**src/rtl/bus_arbiter_pkg.sv**
```systemverilog
// Shared types and frame geometry for the 16-node round-robin bus arbiter.
package bus_arbiter_pkg;

  localparam int NODES        = 16;
  localparam int NODE_W       = 4;
  localparam int BIT_CNT_W    = 7;
  localparam int ADDR_W       = 4;
  localparam int MOD_W        = 2;
  localparam int DATA_W       = 64;
  localparam int CRC_W        = 4;
  localparam int GAP_BITS_DEF = 2;

  // Start bit, source and receiver addresses, mode, payload and CRC.
  localparam int FRAME_BITS_DEF = 1 + 2 * ADDR_W + MOD_W + DATA_W + CRC_W;

  typedef enum logic [1:0] {
    ST_IDLE = 2'd0,
    ST_XMIT = 2'd1,
    ST_GAP  = 2'd2
  } state_e;

  function automatic logic [NODES-1:0] node_onehot(input logic [NODE_W-1:0] n);
    logic [NODES-1:0] v;
    v    = '0;
    v[n] = 1'b1;
    return v;
  endfunction

endpackage

```
**src/rtl/rr_pick16.sv**
```systemverilog
// Combinational round-robin picker: first requester strictly after ptr, wrapping 15 -> 0.
module rr_pick16
  import bus_arbiter_pkg::*;
(
  input  logic [NODES-1:0]  req,
  input  logic [NODE_W-1:0] ptr,
  output logic              valid,
  output logic [NODE_W-1:0] idx
);

  logic [NODE_W-1:0] cand;

  always_comb begin
    valid = 1'b0;
    idx   = '0;
    cand  = '0;
    // Offset 16 wraps back to ptr itself, so the last winner is scanned last.
    for (int k = 1; k <= NODES; k++) begin
      cand = ptr + NODE_W'(k);
      if (!valid && req[cand]) begin
        valid = 1'b1;
        idx   = cand;
      end
    end
  end

endmodule

```
**src/rtl/bus_arbiter.sv**
```systemverilog
// Shared-bus arbiter: round-robin grant, per-frame bit counter, abort detection, inter-frame gap.
module bus_arbiter
  import bus_arbiter_pkg::*;
#(
  parameter int FRAME_BITS = FRAME_BITS_DEF,
  parameter int GAP_BITS   = GAP_BITS_DEF
) (
  input  logic                 clock,
  input  logic                 reset,
  input  logic [NODES-1:0]     req,
  output logic [NODES-1:0]     grant,
  output logic [NODE_W-1:0]    owner,
  output logic                 busy,
  output logic [BIT_CNT_W-1:0] bit_cnt,
  output logic                 frame_done,
  output logic                 frame_abort,
  output logic [15:0]          frame_count
);

  localparam int                   GAP_W    = (GAP_BITS > 1) ? $clog2(GAP_BITS) : 1;
  localparam logic [BIT_CNT_W-1:0] LAST_BIT = BIT_CNT_W'(FRAME_BITS - 1);
  localparam logic [GAP_W-1:0]     LAST_GAP = GAP_W'(GAP_BITS - 1);

  state_e               state_q, state_d;
  logic [NODES-1:0]     grant_q, grant_d;
  logic [NODE_W-1:0]    owner_q, owner_d;
  logic [NODE_W-1:0]    ptr_q, ptr_d;
  logic [BIT_CNT_W-1:0] bit_cnt_q, bit_cnt_d;
  logic [GAP_W-1:0]     gap_cnt_q, gap_cnt_d;
  logic [15:0]          frame_count_q, frame_count_d;

  logic              pick_valid;
  logic [NODE_W-1:0] pick_idx;
  logic              in_xmit, abort_now, last_now;

  rr_pick16 u_pick (
    .req   (req),
    .ptr   (ptr_q),
    .valid (pick_valid),
    .idx   (pick_idx)
  );

  assign in_xmit   = (state_q == ST_XMIT);
  assign abort_now = in_xmit && !req[owner_q];
  assign last_now  = in_xmit && (bit_cnt_q == LAST_BIT);

  always_comb begin
    // NOTE: every variable gets a default here, so no path can infer a latch.
    state_d       = state_q;
    grant_d       = grant_q;
    owner_d       = owner_q;
    ptr_d         = ptr_q;
    bit_cnt_d     = bit_cnt_q;
    gap_cnt_d     = gap_cnt_q;
    frame_count_d = frame_count_q;

    unique case (state_q)
      ST_IDLE: begin
        if (pick_valid) begin
          state_d   = ST_XMIT;
          owner_d   = pick_idx;
          ptr_d     = pick_idx;
          grant_d   = node_onehot(pick_idx);
          bit_cnt_d = '0;
        end
      end
      ST_XMIT: begin
        // An owner dropping req on the last bit is an abort, not a completed frame.
        if (abort_now || last_now) begin
          state_d   = ST_GAP;
          grant_d   = '0;
          gap_cnt_d = '0;
          if (!abort_now) frame_count_d = frame_count_q + 16'd1;
        end else begin
          bit_cnt_d = bit_cnt_q + BIT_CNT_W'(1);
        end
      end
      ST_GAP: begin
        if (gap_cnt_q == LAST_GAP) state_d = ST_IDLE;
        else gap_cnt_d = gap_cnt_q + GAP_W'(1);
      end
      default: begin
        state_d = ST_IDLE;
        grant_d = '0;
      end
    endcase
  end

  // NOTE: state registers use non-blocking assignments so all of them update together at the edge.
  always_ff @(posedge clock) begin
    if (reset) begin
      state_q       <= ST_IDLE;
      grant_q       <= '0;
      owner_q       <= '0;
      ptr_q         <= NODE_W'(NODES - 1);
      bit_cnt_q     <= '0;
      gap_cnt_q     <= '0;
      frame_count_q <= '0;
    end else begin
      state_q       <= state_d;
      grant_q       <= grant_d;
      owner_q       <= owner_d;
      ptr_q         <= ptr_d;
      bit_cnt_q     <= bit_cnt_d;
      gap_cnt_q     <= gap_cnt_d;
      frame_count_q <= frame_count_d;
    end
  end

  assign grant       = grant_q;
  assign owner       = owner_q;
  assign busy        = (state_q != ST_IDLE);
  assign bit_cnt     = bit_cnt_q;
  assign frame_done  = last_now && !abort_now;
  assign frame_abort = abort_now;
  assign frame_count = frame_count_q;

endmodule

```
**config.mk**
```make
export PLATFORM = sky130hd
export DESIGN_NAME = bus_arbiter
export DESIGN_NICKNAME = d
export VERILOG_FILES = /design/src/rtl/bus_arbiter_pkg.sv /design/src/rtl/rr_pick16.sv /design/src/rtl/bus_arbiter.sv
export SDC_FILE = /design/constraint.sdc
export NUM_CORES = 1
export LEC_CHECK = 0
export CAP_MARGIN = 10
export CORE_MARGIN = 10
export CORE_UTILIZATION = 40
export DETAILED_ROUTE_END_ITERATION = 12
export MAX_ROUTING_LAYER = met4
export SLEW_MARGIN = 20
export SYNTH_ARGS = -nofsm -noshare
export SYNTH_HDL_FRONTEND = slang
export SYNTH_SLANG_ARGS = --single-unit
```
**constraint.sdc**
```tcl
create_clock -name clock -period 5.8 [get_ports clock]
set_input_delay 1.74 -clock clock [delete_from_list [all_inputs] [get_ports clock]]
set_output_delay 1.74 -clock clock [all_outputs]
set_load 0.02 [all_outputs]
```
# ---- Word-level counts from Yosys, hierarchy flattened
# Cells that the tools add are included.
dict set report op_classes {
  add_sub_neg 18
  multipliers 0
  n_div 0
  order_cmp 19
  n_eq_ne 7
  shifts 0
  n_mux 81
  bitwise 2
  n_reduce_logical 47
}
# operator count
set op_table {}
lappend op_table {{< comparator 4 x 5 -> 1 bit (second input constant)} 18}
lappend op_table {{binary-select mux 1 bit (select 4 bit)} 17}
lappend op_table {{2-to-1 mux 4 bit} 16}
lappend op_table {{one-hot mux 16 bit (3 select lines)} 1}
lappend op_table {{2-to-1 mux 1 bit} 36}
lappend op_table {{adder 4 bit (second input constant)} 8}
lappend op_table {{2-to-1 mux 16 bit} 2}
lappend op_table {{logical AND 1 bit} 19}
lappend op_table {{logical NOT 1 bit} 17}
lappend op_table {{adder 16 x 1 -> 16 bit (second input constant)} 1}
lappend op_table {{adder 4 x 3 -> 4 bit (second input constant)} 4}
lappend op_table {{2-to-1 mux 7 bit} 2}
lappend op_table {{one-hot mux 7 bit (2 select lines)} 1}
lappend op_table {{AND reduction 3 bit} 4}
lappend op_table {{adder 4 x 2 -> 4 bit (second input constant)} 2}
lappend op_table {{adder 7 x 1 -> 7 bit (second input constant)} 1}
lappend op_table {{== test 7 bit (second input constant)} 1}
lappend op_table {{2-to-1 mux 2 bit} 3}
lappend op_table {{!= test 2 bit (second input constant)} 3}
lappend op_table {{one-hot mux 2 bit (3 select lines)} 1}
lappend op_table {{nonzero test 2 bit} 3}
lappend op_table {{adder 4 x 1 -> 4 bit (second input constant)} 1}
lappend op_table {{demux 1 bit (select 4 bit)} 1}
lappend op_table {{greater-or-equal comparator 4 x 1 -> 1 bit (second input constant)} 1}
lappend op_table {{other kinds (9)} 11}
dict set report totals {
  regBits 50
  latch_bits 0
  ram_bits 0
  mem_bits_ro 0
  input_bits 18
  output_inout_bits 46
  wordCells 181
  mem_count 0
}

# ---- Logic depth before layout (Yosys ltp)
dict set report logic_depth {
  ltp_word 55
  ltp_mapped 20
  mapped_depth_nobuf 13
}

# ---- Hierarchy
# A second synthesis with hierarchy kept.
dict set report hier_totals {
  hier_cells 597
  area_unflattened_um2 5144.9
}
# module n_inst cells_per_inst area_each_um2 seq_area_each_um2
set modules_own_cells {}
lappend modules_own_cells {bus_arbiter 1 303 2613.8 1001.0}
lappend modules_own_cells {rr_pick16 1 294 2531.2 0.0}

# ---- Worst setup path after synthesis
# Ideal clock, no wire load.
dict set report synth_timing {
  kind {in2reg}
  start {input req[1]}
  end {register grant_q[3] (netlist: grant[3])}
  setup_ns 0.070
  t_arrival_ns 4.715
  required_ns 5.730
  slack_ns 1.014
  cell_stages 12
  path_buffers 1
  cell_sequence {mux4_2 mux4_2 a2111oi_4 and2_4 and3_1 buf_6 nand2_1 o31ai_1 o21ai_1 o2bb2ai_2 or4_4 o2bb2ai_1}
}
dict set report synth_via {
  elab_chain_cells 54
  word_cells_on_any_way 109
  classes_between {order compare (2); eq/ne (2); mux (70); reduce/logical (35)}
}
# element line
set synth_lines {}
lappend synth_lines {{start, declared} bus_arbiter.sv:10} ;# input logic [NODES-1:0] req,
lappend synth_lines {{binary-select mux 1 bit (select 4 bit)} rr_pick16.sv:20} ;# if (!valid && req[cand]) begin
lappend synth_lines {{2-to-1 mux 1 bit (not written as such)} rr_pick16.sv:20}
lappend synth_lines {{2-to-1 mux 1 bit} rr_pick16.sv:20}
lappend synth_lines {{logical NOT 1 bit} rr_pick16.sv:20}
lappend synth_lines {{logical AND 1 bit} rr_pick16.sv:20}
lappend synth_lines {{2-to-1 mux 1 bit} rr_pick16.sv:20}
lappend synth_lines {{logical NOT 1 bit} rr_pick16.sv:20}
lappend synth_lines {{logical AND 1 bit} rr_pick16.sv:20}
lappend synth_lines {{[38 not listed]} -}
lappend synth_lines {{logical AND 1 bit} rr_pick16.sv:20}
lappend synth_lines {{2-to-1 mux 4 bit} rr_pick16.sv:20}
lappend synth_lines {{< comparator 4 x 5 -> 1 bit (not written as such) or greater-or-equal comparator 4 x 1 -> 1 bit (tied branches)} bus_arbiter_pkg.sv:25} ;# v[n] = 1'b1;
lappend synth_lines {{logical AND 1 bit (not written as such)} bus_arbiter_pkg.sv:25}
lappend synth_lines {{2-to-1 mux 1 bit (not written as such)} bus_arbiter_pkg.sv:25}
lappend synth_lines {{demux 1 bit (select 4 bit)} bus_arbiter_pkg.sv:25}
lappend synth_lines {{2-to-1 mux 16 bit} bus_arbiter.sv:59} ;# if (pick_valid) begin
lappend synth_lines {{one-hot mux 16 bit (3 select lines)} bus_arbiter.sv:57} ;# unique case (state_q)
lappend synth_lines {{end signal, assigned} bus_arbiter.sv:101} ;# grant_q <= grant_d;
lappend synth_lines {{end, declared} bus_arbiter.sv:25} ;# logic [NODES-1:0] grant_q, grant_d;
# Parallel ways exist; a longest one is shown, timed or not. The select of a mux whose other input is x is not followed.
# A chain may end at the register's enable or synchronous reset.

# ---- Worst setup path after layout
dict set report layout_timing {
  start {input req[3]}
  end {output frame_done}
}
dict set report layout_via {
  elab_chain_cells 6
}
# element line
set layout_lines {}
lappend layout_lines {{binary-select mux 1 bit (select 4 bit)} bus_arbiter.sv:44} ;# assign abort_now = in_xmit && !req[owner_q];
lappend layout_lines {{2-to-1 mux 1 bit (not written as such)} bus_arbiter.sv:44}
lappend layout_lines {{logical NOT 1 bit} bus_arbiter.sv:44}
lappend layout_lines {{logical AND 1 bit} bus_arbiter.sv:44}
lappend layout_lines {{logical NOT 1 bit} bus_arbiter.sv:114} ;# assign frame_done = last_now && !abort_now;
lappend layout_lines {{logical AND 1 bit} bus_arbiter.sv:114}
lappend layout_lines {{end, declared} bus_arbiter.sv:15} ;# output logic frame_done,
# Every way passes these cells. The select of a mux whose other input is x is not followed.

==> reports/results.tsv <==
stage	metric	value	unit
drt	Initial DRT Pass Iterations	5	
setup_path	worst path arrival time	3920	ps
power	Power Dens Cells	705	mW/mm²
setup_path	Crit Path Max Fanout	2	
die	Die W	130	µm
setup_path	Top delay family on crit path	multiplexers	
drt	initial detailed-routing violation count	397	
logic_synthesis	Yosys reg bits	50	
logic_synthesis	syn avg cell area	9.00	µm²
finish	Nets	651	
setup_path	CP endpoint kind	output port	
place	detailed placement HPWL	11.6	mm
setup_path	critical path's largest stage delay	540	ps
clock_tree	clock-pin slew on the worst setup and hold paths	70	ps
global_route	number of global-route vias before repair	4533	
setup_path	Critical Path RT	4060	ps
timing	final setup fails	0	
drt	Routed Antenna Nets	0	
timing	Final Critical Period	5660	ps
job	max cap viols	0	
outcome	status	completed	
clock_tree	setup bufs post-CTS	0	
die	die area	0.0168	mm²
finish	proportion of layout cells with a drive suffix above 1	20.5	%
timing	Max Clock Skew	10.5	ps
place	IO Port Bufs	63	
logic_synthesis	Syn Nets	563	
clock_tree	CTS Root Cell	clkbuf_16	
clock_tree	Clock Sinks	50	
clock_tree	Skew-Pair Late Insertion Delay	290	ps
logic_synthesis	FFs w/ async S/R, synth	0	%
clock_tree	H-tree depth	2	
setup_path	critical path cell sequence	clkdlybuf4s50_1 -> mux4_2 -> mux4_2 -> and2_1 -> clkdlybuf4s50_1	
power	leakage power	2.31	nW
finish	most common cell after layout, fill and taps aside	clkdlybuf4s50_1	
drt	DR WL/cell	19.6	µm
clock_tree	CTS tree	built	
timing	Fin. Hold Viols	0	
finish	Filler cells	1100	
global_route	global-route wire length before repair	24.3	mm
clock_tree	PostCTS Resize Cnt	0	
finish	area of the multi-input gates	0.00359	mm²
timing	Worst-Margin Slew	937	ps
logic_synthesis	synth unique cells	80	
die	top-level port count	64	
setup_path	CP bufs+invs	2	
timing	Final Cycle Share	97.7	%
clock_tree	total CTS buffers	5	
global_route	largest net degree at the start of global routing	26	
timing	RSZ-0062 raised after global routing	false	
power	Peak VDD IR	0.215	mV
finish	Seq. cell area	0.00100	mm²
setup_path	Startpoint Class	primary input	
global_route	initial antenna violation count	0	
drt	DR vias/cell	6.05	
finish	most frequent cells in the layout	clkdlybuf4s50_1, nor2_1, nand2_1, dfxtp_1, buf_4	
setup_path	CP Class	in -> out	
logic_synthesis	Post-synth EDFFs	0	
logic_synthesis	Mapped Area	0.00481	mm²
drt	Remaining DRCs	0	
die	core area	0.0116	mm²
timing	fmax	177	MHz
finish	P&R area growth vs syn	24.7	%
drt	final WL	15.0	mm
clock_tree	clk buf depth	2	
die	row count	39	
global_route	Congestion Overflow GR	0	
place	placed cells	758	
place	GPL Wtd Cong	0.903	
worst_hold_path	Hold Path Class	reg -> reg	
drt	via count	4636	
clock_tree	hold_buf cts	0	
logic_synthesis	Most used DFF post-synth	dfxtp_1	
timing	fin. max-slew vios	0	
global_route	Tot GR Track Use	18.3	%
finish	final antenna diode count	0	
power	Final Total Pwr	4.22	mW
die	Die Ht	130	µm
timing	Final TNS setup	0	ps
timing	Slew headroom	37.0	%
logic_synthesis	register area share after synthesis	20.8	%
die	initial core utilization	41.4	%
setup_path	CP max stage cell	clkdlybuf4s50_1	
logic_synthesis	synth warn	0	
logic_synthesis	Mapped Cells	534	
finish	fin cells	766	
## cells in the mapped netlist (all sizes together) (3+ instances only)
master / n / area [µm²]
nor2: 59 / 224
dfxtp: 50 / 1000
nand2: 50 / 188
mux4: 33 / 751
mux2: 22 / 248
o21ai: 21 / 105
a21oi: 20 / 104
mux2i: 20 / 220
xor2: 20 / 175
inv: 16 / 60.1
buf: 15 / 110
nor3: 15 / 75.1
clkbuf: 13 / 48.8
a22o: 12 / 105
ha: 11 / 138
xnor2: 11 / 96.3
and2: 10 / 65.1
nand3: 10 / 50.1
o2bb2ai: 10 / 93.8
a31oi: 9 / 56.3
and3: 9 / 56.3
nand4: 9 / 77.6
nand2b: 7 / 46.3
o211ai: 7 / 52.6
o22ai: 7 / 43.8
o31ai: 7 / 62.6
or2: 6 / 40.0
or3: 4 / 25.0
a21boi: 3 / 22.5
and4: 3 / 26.3
nand3b: 3 / 22.5
nor2b: 3 / 18.8
nor3b: 3 / 33.8
o21bai: 3 / 22.5
or4: 3 / 26.3
## power breakdown
part	internal (mW)	total [mW]	leakage [nW]	switching (mW)
Clock	0.207	0.340	0.0819	0.133
Sequential	0.415	0.500	0.406	0.0848
Combinational	1.45	3.38	1.82	1.94
Total	2.07	4.22	2.31	2.15
## sequential cells by signal (all words and copies together), names as in the netlist
| name | flops |
|---|---|
| frame_count | 16 |
| grant | 16 |
| bit_cnt | 7 |
| owner | 4 |
| ptr_q | 4 |
| state_q | 2 |
| gap_cnt_q | 1 |
## cells by family (layout without fill, tap and decap cells)
group	count (synthesis)	in the layout	share of synthesized area [%]
multiplexers	75	75	25.4
buffers and inverters	44	133	4.56
adder cells (fa/ha/maj)	11	11	2.86
flip-flops	50	50	20.8
XOR/XNOR	31	31	5.65
AO/OA/AOI/OAI	121	121	18.6
AND/OR/NAND/NOR	202	202	22.1
## path summary, 6_finish.rpt
path                                  to  slack (ps)                  start  cells past startpoint
hold / removal     grant[0]$_SDFFE_PP0P_         470  grant[0]$_SDFFE_PP0P_                      1
setup reg to reg  grant[15]$_SDFFE_PP0P_         900  ptr_q[1]$_SDFFE_PP1P_                     14
setup / recovery              frame_done         140                 req[3]                      5
hold reg to reg    grant[0]$_SDFFE_PP0P_         470  grant[0]$_SDFFE_PP0P_                      1
## final cells by class
| class | instances | share of cell area (%) |
|---|---|---|
| multi-input combinational | 440 | 59.9 |
| clock inverter | 3 | 0.815 |
| inverter | 16 | 1.00 |
| tap | 143 | 2.99 |
| timing repair buffer | 109 | 16.5 |
| sequential | 50 | 16.7 |
| clock buffer | 5 | 2.09 |
## stage by stage
stage	area (µm²)	utilization [%]	worst slack [ps]	hold slack, ps
final	5990	51.6	135	472
after global routing	5990	51.6	68.8	477
after CTS	5990	51.6	37.5	475
after detailed placement	5810	50.1	52.5	456
after global placement	5810	50.1	85.0	457
after floorplan	4810	-	1010	448
## layer usage
metal	wire (µm)	global-route usage (%)	up-vias
met5	0	-	-
met4	110	2.84	0
met3	778	2.28	12
met2	7150	29.3	170
met1	6990	24.7	2265
li1	-	-	2189
No activity file was read; power rests on OpenSTA's default activity.
